### src/rtl/bcd_pkg.sv
// Shared BCD constants and types for the up/down decade counter.
// Provides the digit width, the legal digit range and a digit-legality helper.
package bcd_pkg;

    localparam int unsigned BCD_W = 4;

    typedef logic [BCD_W-1:0] bcd_t;

    localparam bcd_t BCD_MAX = 4'd9;
    localparam bcd_t BCD_MIN = 4'd0;

    // True when a nibble is a legal decimal digit.
    function automatic logic bcd_is_legal(input bcd_t d);
        return d <= BCD_MAX;
    endfunction

endpackage

### src/rtl/bcd_digit.sv
// One BCD decade with its own registered digit.
// Ports:
//   clk, reset     - clock, synchronous active-high reset (digit -> 0)
//   load           - replace the digit with load_digit (already validated)
//   load_digit     - digit value to load
//   step_in        - step this decade once in the up_dn direction
//   up_dn          - 1 = up, 0 = down
//   digit          - registered digit value
//   carry_out      - combinational: at 9 going up, or at 0 going down
module bcd_digit
    import bcd_pkg::*;
(
    input  logic clk,
    input  logic reset,
    input  logic load,
    input  bcd_t load_digit,
    input  logic step_in,
    input  logic up_dn,
    output bcd_t digit,
    output logic carry_out
);

    bcd_t digit_q;
    bcd_t digit_d;

    always_comb begin
        carry_out = up_dn ? (digit_q == BCD_MAX) : (digit_q == BCD_MIN);
    end

    always_comb begin
        digit_d = digit_q;
        if (load) begin
            digit_d = load_digit;
        end else if (step_in) begin
            if (up_dn) begin
                digit_d = carry_out ? BCD_MIN : digit_q + 4'd1;
            end else begin
                digit_d = carry_out ? BCD_MAX : digit_q - 4'd1;
            end
        end
    end

    always_ff @(posedge clk) begin
        if (reset) begin
            digit_q <= '0;
        end else begin
            digit_q <= digit_d;
        end
    end

    assign digit = digit_q;

endmodule

### src/rtl/bcd_updown_counter.sv
// Multi-decade BCD up/down counter with wrap or saturate at the terminal value,
// synchronous parallel load with digit validation, and pulse outputs.
// Ports:
//   clk, reset   - clock, synchronous active-high reset
//   enable       - count-step qualifier
//   up_dn        - 1 = count up, 0 = count down
//   load         - parallel-load strobe (wins over enable)
//   load_value   - BCD value to load, digit 0 in [3:0]
//   count        - registered BCD count, digit 0 in [3:0]
//   tc           - combinational: enable and count at the terminal value
//   done         - one-cycle pulse after an enabled step taken at terminal
//   load_err     - one-cycle pulse after a load with an illegal digit
module bcd_updown_counter
    import bcd_pkg::*;
#(
    parameter int unsigned NUM_DIGITS = 3,
    parameter int unsigned SATURATE   = 0
) (
    input  logic                        clk,
    input  logic                        reset,
    input  logic                        enable,
    input  logic                        up_dn,
    input  logic                        load,
    input  logic [BCD_W*NUM_DIGITS-1:0] load_value,
    output logic [BCD_W*NUM_DIGITS-1:0] count,
    output logic                        tc,
    output logic                        done,
    output logic                        load_err
);

    logic [NUM_DIGITS-1:0] carry;
    logic [NUM_DIGITS-1:0] step_in;
    logic                  load_ok;
    logic                  at_term;
    logic                  step_en;
    logic                  done_q;
    logic                  done_d;
    logic                  load_err_q;
    logic                  load_err_d;

    always_comb begin
        load_ok = 1'b1;
        for (int unsigned i = 0; i < NUM_DIGITS; i++) begin
            if (!bcd_is_legal(load_value[i*BCD_W +: BCD_W])) begin
                load_ok = 1'b0;
            end
        end
    end

    // Every decade signalling carry means the whole count sits at the
    // terminal value for the current direction.
    always_comb begin
        at_term    = &carry;
        // In saturate mode the step is suppressed at terminal; in wrap mode
        // the ripple through all decades performs the wrap naturally.
        step_en    = enable && !load && !((SATURATE != 0) && at_term);
        done_d     = enable && !load && at_term;
        load_err_d = load && !load_ok;
    end

    for (genvar i = 0; i < NUM_DIGITS; i++) begin : g_digit
        if (i == 0) begin : g_first
            assign step_in[i] = step_en;
        end else begin : g_rest
            assign step_in[i] = step_in[i-1] & carry[i-1];
        end

        bcd_digit u_digit (
            .clk        (clk),
            .reset      (reset),
            .load       (load && load_ok),
            .load_digit (load_value[i*BCD_W +: BCD_W]),
            .step_in    (step_in[i]),
            .up_dn      (up_dn),
            .digit      (count[i*BCD_W +: BCD_W]),
            .carry_out  (carry[i])
        );
    end

    always_ff @(posedge clk) begin
        if (reset) begin
            done_q     <= 1'b0;
            load_err_q <= 1'b0;
        end else begin
            done_q     <= done_d;
            load_err_q <= load_err_d;
        end
    end

    assign tc       = enable && at_term;
    assign done     = done_q;
    assign load_err = load_err_q;

endmodule

### config.mk
export PLATFORM = sky130hd
export DESIGN_NAME = bcd_updown_counter
export DESIGN_NICKNAME = d
export VERILOG_FILES = /design/src/rtl/bcd_pkg.sv /design/src/rtl/bcd_digit.sv /design/src/rtl/bcd_updown_counter.sv
export SDC_FILE = /design/constraint.sdc
export NUM_CORES = 1
export LEC_CHECK = 0
export BUFFER_PORTS_ARGS = -buffer_cell sky130_fd_sc_hd__buf_2
export CORE_UTILIZATION = 47
export CTS_CLUSTER_SIZE = 10
export DETAILED_ROUTE_END_ITERATION = 10
export PLACE_DENSITY_LB_ADDON = 0.15
export SLEW_MARGIN = 20
export SYNTH_ARGS = -nofsm -noshare
export SYNTH_HDL_FRONTEND = slang
export SYNTH_SLANG_ARGS = --single-unit
### constraint.sdc
create_clock -name clk -period 1.9 [get_ports clk]
set_clock_uncertainty 0.1 [all_clocks]
set_input_delay 0 -clock clk [delete_from_list [all_inputs] [get_ports clk]]
set_output_delay 0 -clock clk [all_outputs]
set_load 0.1 [all_outputs]
==> run_results.csv, run 1 <==
group,metric,value,unit
logic_synthesis,ys_ff_latch,14,
timing,worst_slack,-0.0271,ns
grt,grt_usage,28.6,%
clocking,clk_root_buffer_cell,"clkbuf_4",
placement,place.gp.congestion,0.820,
final_layout,drive_gt1_share,40.3,%
timing,holdWs,0.0189,ns
die,die_h,52.9,um
worst_hold_path,min_path_type,"primary input to flop",
routing,first_pass_iters,7,
critical_path,arrival,2.00,ns
critical_path,startpoint_type,"flop",
logic_synthesis,yosysSeqAreaShare,23.0,%
logic_synthesis,synth_warnings,0,
clocking,clk-insertion-delay-late,0.30,ns
timing,fmax,519,MHz
routing,vias_per_cell,5.91,
timing,rsz0062_at_grt,"yes",
timing,fin_setup_tns,-0.0271,ns
power,combPwrFrac,48.6,%
logic_synthesis,syn_area,1220,um2
final_layout,utilization,75.2,%
final_layout,nNetsFinal,243,
die,boundaryPins,32,
timing,fin_crit,1.93,ns
placement,place_hpwl,2430,um
grt,antenna_found_initial,0,
power,powerDensity,630,nW/um2
logic_synthesis,synth_cells,159,
logic_synthesis,synth_cell_types,43,
job,maxCapViolCount,0,
timing,period_share,101,%
critical_path,required,1.97,ns
die,die_area,2800,um2
die,die_w,52.9,um
routing,drc,1,
outcome,status,"finished with violations",
clocking,cts_buffer_depth,2,
routing,ant_nets,0,
power,total_leakage_power,0.000761,uW
clocking,htreeDepth,1,
die,row_count,18,
critical_path,slowest_stage,"or4b_1",
power,p_switching,515,uW
routing,drt-initial-drc-count,49,
power,p_clk_share,20.1,%
power,power.internal,649,uW
critical_path,slowest_delay,0.47,ns
outcome,failed_checks,"design-rule violations, negative setup slack",
die,start_util,49.7,%
grt,met3_usage,6.32,%
power,sw_frac_of_total,44.2,%
placement,io_buffers,31,
grt,grt_first_pass_wirelength,5760,um
critical_path,endpoint_kind,"flop",
logic_synthesis,syn_area_per_cell,7.67,um2
timing,hold_viol,0,
clocking,cts_buffers,3,
clocking,clk_pin_slew,0.11,ns
timing,drv_slew,0,
critical_path,crit_type,"flop to flop",
clocking,cts_sinks,14,
critical_path,critPathBufInv,2,
grt,first_global_vias,1317,
placement,pre_cts_slack,-0.00148,ns
grt,grt-ovfl-total,0,
grt,met1_usage,32.8,%
power,ir_drop,0.602,mV
timing,finalSetupViolCount,1,
final_layout,area.growth.synth_to_final,51.4,%
final_layout,num_antenna_cells,0,
timing,worst_slew_pin_slew,0.495,ns
grt,met2_usage,52.1,%
critical_path,path_max_fanout,3,
logic_synthesis,synth_fp_nets,185,
die,core,2450,um2
clocking,cts_tree,"done",
critical_path,cpLargestDelayFamily,"simple AND/OR/NAND/NOR gates",
grt,grt.busiest_layer,"met2",
timing,slew_headroom,67.2,%
power,sequentialPowerShare,31.3,%
routing,num_vias,1453,
critical_path,crit_chain,"inv_4 -> ha_4 -> nor4b_4 -> buf_4 -> o21ai_4 -> or4b_1 -> o211ai_1 -> a21oi_1",
routing,avgRoutedWirePerCell,14.9,um
grt,grt_max_degree,17,
routing,routed_wl,3660,um
final_layout,n_fill_cell,197,
## synth_stat cells (all sizes together)
cell type	instances	area (um2)
a31oi	3	18.8
o22ai	2	12.5
or3b	1	8.76
o21ai	11	66.3
a21boi	1	7.51
nand4	1	6.26
nor3b	1	7.51
a22oi	1	7.51
o21ba	1	10.0
o21bai	2	15.0
and4b	1	10.0
o31a	1	8.76
and2	1	6.26
o21a	1	7.51
ha	9	113
a32oi	3	26.3
o31ai	1	12.5
nor2b	2	12.5
dfxtp	14	280
a21oi	9	45.0
a211oi	6	50.1
and2b	1	7.51
clkbuf	5	18.8
or4b	1	10.0
xor2	2	17.5
nand2b	4	25.0
nand3	11	55.1
a311oi	2	17.5
xnor2	5	43.8
nand2	13	48.8
buf	4	32.5
mux2i	1	10.0
a221oi	2	17.5
nor4b	1	23.8
nor2	10	37.5
nand4b	1	8.76
o211ai	1	7.51
a211o	1	8.76
nor3	12	60.1
inv	10	37.5
## per-stage QoR
stage / instances / total power, uW / cell area [um2]
4_1_cts: 242 / 1130 / 1790
2_1_floorplan: 159 / 750 / 1340
3_3_place_gp: 219 / 843 / 1560
5_1_grt: 246 / 1230 / 1850
6_report: 246 / 1160 / 1850
3_5_place_dp: 219 / 854 / 1560
## state kept, by name (all words and copies together), names as in the netlist
| signal | cells |
|---|---|
| g_digit.u_digit.digit | 12 |
| load_err | 1 |
| done | 1 |
## placed cells by master, fill, tap and decap left out, types with 2 or more instances in the layout
cell / synthesis / routed
a211oi_1: 5 / 5
a21oi_1: 9 / 9
a221oi_1: 2 / 2
a311oi_1: 2 / 2
a31oi_1: 3 / 3
a32oi_1: 3 / 3
buf_2: 2 / 30
buf_4: 0 / 15
clkbuf_4: 0 / 3
dfxtp_1: 14 / 2
dfxtp_4: 0 / 12
dlygate4sd3_1: 0 / 15
ha_1: 9 / 3
ha_4: 0 / 5
inv_1: 10 / 4
inv_2: 0 / 3
inv_4: 0 / 3
nand2_1: 13 / 12
nand2b_1: 4 / 3
nand3_1: 11 / 11
nor2_1: 10 / 10
nor3_1: 12 / 11
o21ai_0: 10 / 9
o21bai_1: 2 / 2
o22ai_1: 2 / 2
xnor2_1: 5 / 5
xor2_1: 2 / 2
## power by group through the flow
stage | logic [uW] | registers [uW] | clock network, uW
CTS | 528 | 364 | 242
finish | 566 | 364 | 234
detailed placement | 480 | 374 | 0
global route | 606 | 371 | 250
floorplan | 238 | 512 | 0
global placement | 471 | 372 | 0
## final timing paths
kind / start / end / slack, ns / depth (start not counted)
worst max-delay path: g_digit[0].u_digit.digit[1] / g_digit[2].u_digit.digit[0] / -0.03 / 8
worst max register to register: g_digit[0].u_digit.digit[1] / g_digit[2].u_digit.digit[0] / -0.03 / 8
worst min register to register: g_digit[2].u_digit.digit[1] / g_digit[2].u_digit.digit[1] / 0.44 / 2
worst min-delay path: up_dn / g_digit[0].u_digit.digit[3] / 0.02 / 3
## cell type report
type,count,area (um2),area share (%)
well taps,30,37.5,2.03
inverters,10,45.0,2.44
repair buffers,62,444,24.1
multi-input cells,126,958,51.9
clock buffers,4,36.3,1.96
flip-flops and latches,14,325,17.6
## kinds of logic (layout without fill, tap and decap cells)
kind of cell / count (synthesis) / after routing / share of synthesized area, %
and+or+nand+nor: 61 / 61 / 26.9
AOI/OAI and AO/OA: 48 / 48 / 27.8
muxes: 1 / 1 / 0.821
adders and majority gates: 9 / 9 / 9.23
DFF: 14 / 14 / 23.0
xor gates and xnor gates: 7 / 7 / 5.03
buffers and inverters: 19 / 76 / 7.28
## per-layer routing
| layer | part of all wire, % | wire [um] |
|---|---|---|
| met1 | 42 | 1530 |
| met2 | 51 | 1870 |
| met3 | 5.8 | 214 |
| met4 | 1.2 | 44 |
| met5 | 0 | 0 |
## worst min-delay path: stages
cell	delay, ns
buf_2	0.21
nand2_1	0.10
a211oi_1	0.06
## repair_timing
| item | in CTS | in global routing |
|---|---|---|
| hold buffers | 15 | 0 |
| setup buffers | 4 | 4 |
| hold endpoints to repair | 14 | 0 |
| resized for setup | 3 | 10 |
| setup endpoints to repair | 2 | 3 |
| pin swaps | 3 | 2 |
Note: power is estimated with default switching activity, not from simulation.
==> inputs of run 2 (changes only) <==
--- a/config.mk
+++ b/config.mk
@@ -9,7 +9,8 @@
 export CORE_UTILIZATION = 47
 export CTS_CLUSTER_SIZE = 10
 export DETAILED_ROUTE_END_ITERATION = 10
-export PLACE_DENSITY_LB_ADDON = 0.15
+export PLACE_DENSITY = 0.75
+export SKIP_LAST_GASP = 1
 export SLEW_MARGIN = 20
 export SYNTH_ARGS = -nofsm -noshare
 export SYNTH_HDL_FRONTEND = slang
==> run 2 against run 1 <==
The run ends with negative hold slack left. Design area shrank 2.7%. Critical path depth is the same. Die area is the same. Sequential power grew 2%. Core utilization shrank 2.0 points. First-iteration DRC count shrank 45%. Clock-buffer cell count is the same. Register-to-register slack gained 0.05 ns.
==> run_results.csv, run 2 (synthesis results as in run 1) <==
group,metric,value,unit
clocking,htreeDepth,1,
critical_path,required,1.97,ns
grt,first_global_vias,1206,
grt,grt_max_degree,16,
routing,drt-initial-drc-count,27,
placement,place_hpwl,2370,um
final_layout,num_antenna_cells,0,
clocking,cts_buffers,3,
routing,routed_wl,3470,um
power,ir_drop,0.798,mV
final_layout,final_common_cell,"buf_2",
timing,drv_slew,0,
timing,worst_slew_pin_slew,0.486,ns
grt,grt-ovfl-total,0,
final_layout,drive_gt1_share,38.4,%
routing,num_vias,1403,
routing,drc,0,
placement,place_area,1560,um2
placement,io_buffers,31,
clocking,clk_pin_slew,0.09,ns
critical_path,startpoint_type,"flop",
grt,grt_first_pass_wirelength,5240,um
die,die_w,52.9,um
critical_path,arrival,1.95,ns
final_layout,area.growth.synth_to_final,47.3,%
routing,ant_nets,0,
clocking,cts_sinks,14,
routing,first_pass_iters,4,
routing,avgRoutedWirePerCell,14.4,um
critical_path,path_max_fanout,6,
die,die_area,2800,um2
outcome,status,"finished with violations",
clocking,cts_tree,"done",
worst_hold_path,min_path_type,"primary input to flop",
timing,fin_setup_tns,0,ns
timing,fin_crit,1.87,ns
power,total_leakage_power,0.000732,uW
grt,antenna_found_initial,0,
critical_path,crit_type,"flop to flop",
timing,worst_slack,0.0277,ns
final_layout,largest_register_ffs,12,
final_layout,mostFrequentLayoutCells,"30 x buf_2, 14 x dlygate4sd3_1, 13 x nand2_1",
routing,vias_per_cell,5.82,
die,row_count,18,
timing,slew_headroom,67.8,%
die,start_util,49.7,%
timing,period_share,98.5,%
die,boundaryPins,32,
final_layout,nNetsFinal,238,
clocking,cts_buffer_depth,2,
critical_path,endpoint_kind,"flop",
timing,holdWs,-0.0377,ns
die,die_h,52.9,um
timing,rsz0062_at_grt,"yes",
timing,fmax,534,MHz
power,power,1110,uW
clocking,clk_root_buffer_cell,"clkbuf_4",
grt,grt_usage,25.3,%
timing,finalSetupViolCount,0,
placement,pre_cts_slack,0.00714,ns
power,powerDensity,620,nW/um2
final_layout,fin_area,1800,um2
die,core,2450,um2
clocking,cts_hold_buf,14,
job,maxCapViolCount,0,
timing,hold_viol,6,
clocking,clk-insertion-delay-late,0.29,ns
placement,place.gp.congestion,0.845,
outcome,failed_checks,"negative hold slack",
## run 2: cell types whose count changed in the layout (fill, tap and decap cells not counted), sizes merged
cell | previous run | this run
dlygate4sd3 | 15 | 14
buf | 47 | 43
## run 2: final timing paths
check / from / endpoint / slack, ns / cells past startpoint
min reg2reg: g_digit[0].u_digit.digit[0] / g_digit[0].u_digit.digit[0] / 0.45 / 2
max: g_digit[0].u_digit.digit[1] / g_digit[2].u_digit.digit[0] / 0.03 / 8
min: reset / g_digit[2].u_digit.digit[0] / -0.04 / 2
max reg2reg: g_digit[0].u_digit.digit[1] / g_digit[2].u_digit.digit[0] / 0.03 / 8
## run 2: stage by stage
| step | cells | util (%) |
|---|---|---|
| after floorplan | 159 | - |
| after global placement | 219 | 63.4 |
| after detailed placement | 219 | 63.4 |
| after CTS | 238 | 70.9 |
| after global routing | 241 | 73.2 |
| final | 241 | 73.2 |
## run 2: layout make-up
cell class / count / area, um2
multi-input cells: 126 / 952
fillers: 180 / 658
repair buffers: 57 / 400
flip-flops and latches: 14 / 325
inverters: 10 / 45.0
well taps: 30 / 37.5
clock buffers: 4 / 36.3
## run 2: power by group
part	total [uW]	switching, uW	internal, uW	leakage, uW
Combinational	526	333	193	0.000588
Sequential	371	55.8	315	0.000123
Clock	217	100	117	0.0000210
## run 2: worst max-delay path: stages, from the launching register on
cell,delay (ns)
dfxtp_4,0.38
inv_4,0.08
ha_4,0.12
nor4b_4,0.17
buf_4,0.18
o21ai_4,0.05
or4b_1,0.52
o211ai_1,0.09
a21oi_1,0.07
## run 2: timing repair
item                                    in CTS  in global routing
buffers inserted                             1                  3
endpoints found under the setup margin       3                  9
endpoints found under the hold margin       14                  6
pin swaps                                    1                  3
resized for setup                            0                  8
## run 2: per-layer routing
layer	part of all wire (%)	vias up	wire, um	GRT usage (%)
li1	-	691	-	-
met1	41	657	1420	30.1
met2	53	51	1820	44.3
met3	5.5	4	191	7.18
met4	0.98	0	34	5.70
met5	0	-	0	0
==> inputs of run 3 (changes only) <==
--- a/config.mk
+++ b/config.mk
@@ -6,6 +6,7 @@
 export NUM_CORES = 1
 export LEC_CHECK = 0
 export BUFFER_PORTS_ARGS = -buffer_cell sky130_fd_sc_hd__buf_2
+export CORE_ASPECT_RATIO = 2
 export CORE_UTILIZATION = 47
 export CTS_CLUSTER_SIZE = 10
 export DETAILED_ROUTE_END_ITERATION = 10
==> run 3 against run 2 <==
The run ends with negative setup slack left. Sequential share of layout area down 0.27 points. Register-to-register slack lost 0.03 ns. Worst hold slack gained 0.048 ns. Clock-buffer cell count is 1 lower. Maximum frequency decreased by 1.8%. Global-route usage rose by 2.0 points. Largest power group unchanged. Highest routed layer unchanged.
==> run_results.csv, run 3 (synthesis results as in run 1) <==
group,metric,value,unit
power,powerDensity,646,nW/um2
clocking,cts_buffers,3,
clocking,cts_buffer_depth,2,
grt,met2_usage,51.6,%
routing,first_pass_iters,4,
die,start_util,50.6,%
final_layout,fin_area,1820,um2
critical_path,path_max_fanout,8,
final_layout,final_common_cell,"buf_2",
critical_path,arrival,1.93,ns
placement,place.gp.congestion,0.843,
grt,met3_usage,3.58,%
grt,grt.busiest_layer,"met2",
clocking,cts_sinks,14,
critical_path,crit_type,"flop to flop",
routing,avgRoutedWirePerCell,15.7,um
timing,worst_slew_pin_slew,0.491,ns
clocking,cts_tree,"done",
critical_path,endpoint_kind,"flop",
timing,fin_crit,1.91,ns
timing,fmax,524,MHz
placement,pre_cts_slack,-0.0353,ns
routing,num_vias,1422,
timing,finalSetupViolCount,1,
critical_path,required,1.93,ns
grt,grt_first_pass_wirelength,5670,um
timing,period_share,100,%
routing,vias_per_cell,5.97,
final_layout,largest_register_ffs,12,
final_layout,area.growth.synth_to_final,49.5,%
grt,grt_max_degree,17,
final_layout,num_antenna_cells,0,
timing,drv_slew,0,
placement,place_hpwl,2540,um
grt,first_global_vias,1332,
critical_path,startpoint_type,"flop",
placement,place_area,1540,um2
timing,slew_headroom,67.5,%
die,row_count,25,
clocking,clk-insertion-delay-late,0.25,ns
die,die_area,2820,um2
final_layout,mostFrequentLayoutCells,"30 x buf_2, 13 x buf_4, 12 x nand2_1, 12 x dfxtp_4, 12 x dlygate4sd3_1",
outcome,failed_checks,"negative setup slack",
die,die_w,38.0,um
grt,grt_usage,27.3,%
final_layout,nNetsFinal,238,
timing,rsz0062_at_grt,"yes",
timing,worst_slack,-0.00668,ns
routing,ant_nets,0,
routing,drc,0,
placement,io_buffers,31,
grt,grt-ovfl-total,0,
power,total_leakage_power,0.000745,uW
clocking,clk_pin_slew,0.06,ns
final_layout,drive_gt1_share,40.8,%
routing,drt-initial-drc-count,48,
job,maxCapViolCount,0,
die,core,2410,um2
clocking,clk_root_buffer_cell,"clkbuf_8",
worst_hold_path,min_path_type,"primary input to flop",
routing,routed_wl,3740,um
clocking,htreeDepth,1,
timing,hold_viol,0,
grt,antenna_found_initial,0,
die,die_h,74.1,um
grt,met1_usage,28.1,%
power,ir_drop,0.458,mV
outcome,status,"finished with violations",
die,boundaryPins,32,
[run 3: per-layer routing]
| metal | vias to the layer above | share of wire (%) |
|---|---|---|
| met5 | - | 0 |
| met4 | 0 | 2.1 |
| met3 | 9 | 2.9 |
| met2 | 41 | 58 |
| met1 | 685 | 37 |
| li1 | 687 | - |
[run 3: path summary, 6_finish.rpt]
| kind | from | endpoint | slack (ns) | cells past startpoint |
|---|---|---|---|---|
| worst max-delay path | g_digit[0].u_digit.digit[0] | g_digit[2].u_digit.digit[0] | -0.007 | 8 |
| worst min-delay path | load_value[3] | g_digit[0].u_digit.digit[3] | 0.01 | 3 |
| worst max register to register | g_digit[0].u_digit.digit[0] | g_digit[2].u_digit.digit[0] | -0.007 | 8 |
| worst min register to register | g_digit[2].u_digit.digit[1] | g_digit[2].u_digit.digit[1] | 0.45 | 2 |
[run 3: cell type report]
| class | count | area, um2 |
|---|---|---|
| Sequential cell | 14 | 325 |
| Clock inverter | 1 | 3.75 |
| Fill cell | 179 | 584 |
| Timing Repair Buffer | 57 | 408 |
| Inverter | 10 | 45.0 |
| Multi-Input combinational cell | 126 | 967 |
| Tap cell | 27 | 33.8 |
| Clock buffer | 3 | 41.3 |
[run 3: timing repair]
action / 4_1_cts / 5_1_grt
pin swaps: 1 / 5
endpoints found under the setup margin: 3 / 8
endpoints found under the hold margin: 12 / 0
buffers inserted: 1 / 7
hold buffers: 12 / 0
resized for setup: 4 / 9
[run 3: metrics by stage]
| step | setup TNS (ns) | total power, uW | hold slack, ns | utilization, % | std cells |
|---|---|---|---|---|---|
| 5_1_grt | -0.134 | 1230 | 0.0546 | 75.7 | 238 |
| 2_1_floorplan | -0.292 | 750 | -0.0376 | - | 159 |
| 3_5_place_dp | -0.0689 | 851 | 0.155 | 63.8 | 214 |
| 4_1_cts | 0 | 1130 | 0.00702 | 71.6 | 231 |
| 6_report | -0.00668 | 1180 | 0.0106 | 75.7 | 238 |
| 3_3_place_gp | 0 | 840 | 0.153 | 63.8 | 214 |
[run 3: critical path, stage by stage, from the launching register on]
cell and delay [ns]:
dfxtp_4 0.38, inv_2 0.08, ha_4 0.13, nor4b_4 0.20
buf_4 0.19, o21ai_4 0.05, or4b_1 0.47, o211ai_1 0.11
a21oi_1 0.08
[run 3: power breakdown]
part           internal, uW  total (uW)  switching, uW
Sequential              316         369           53.8
Clock                   143         257            113
Combinational           205         553            348
Total                   664        1180            515
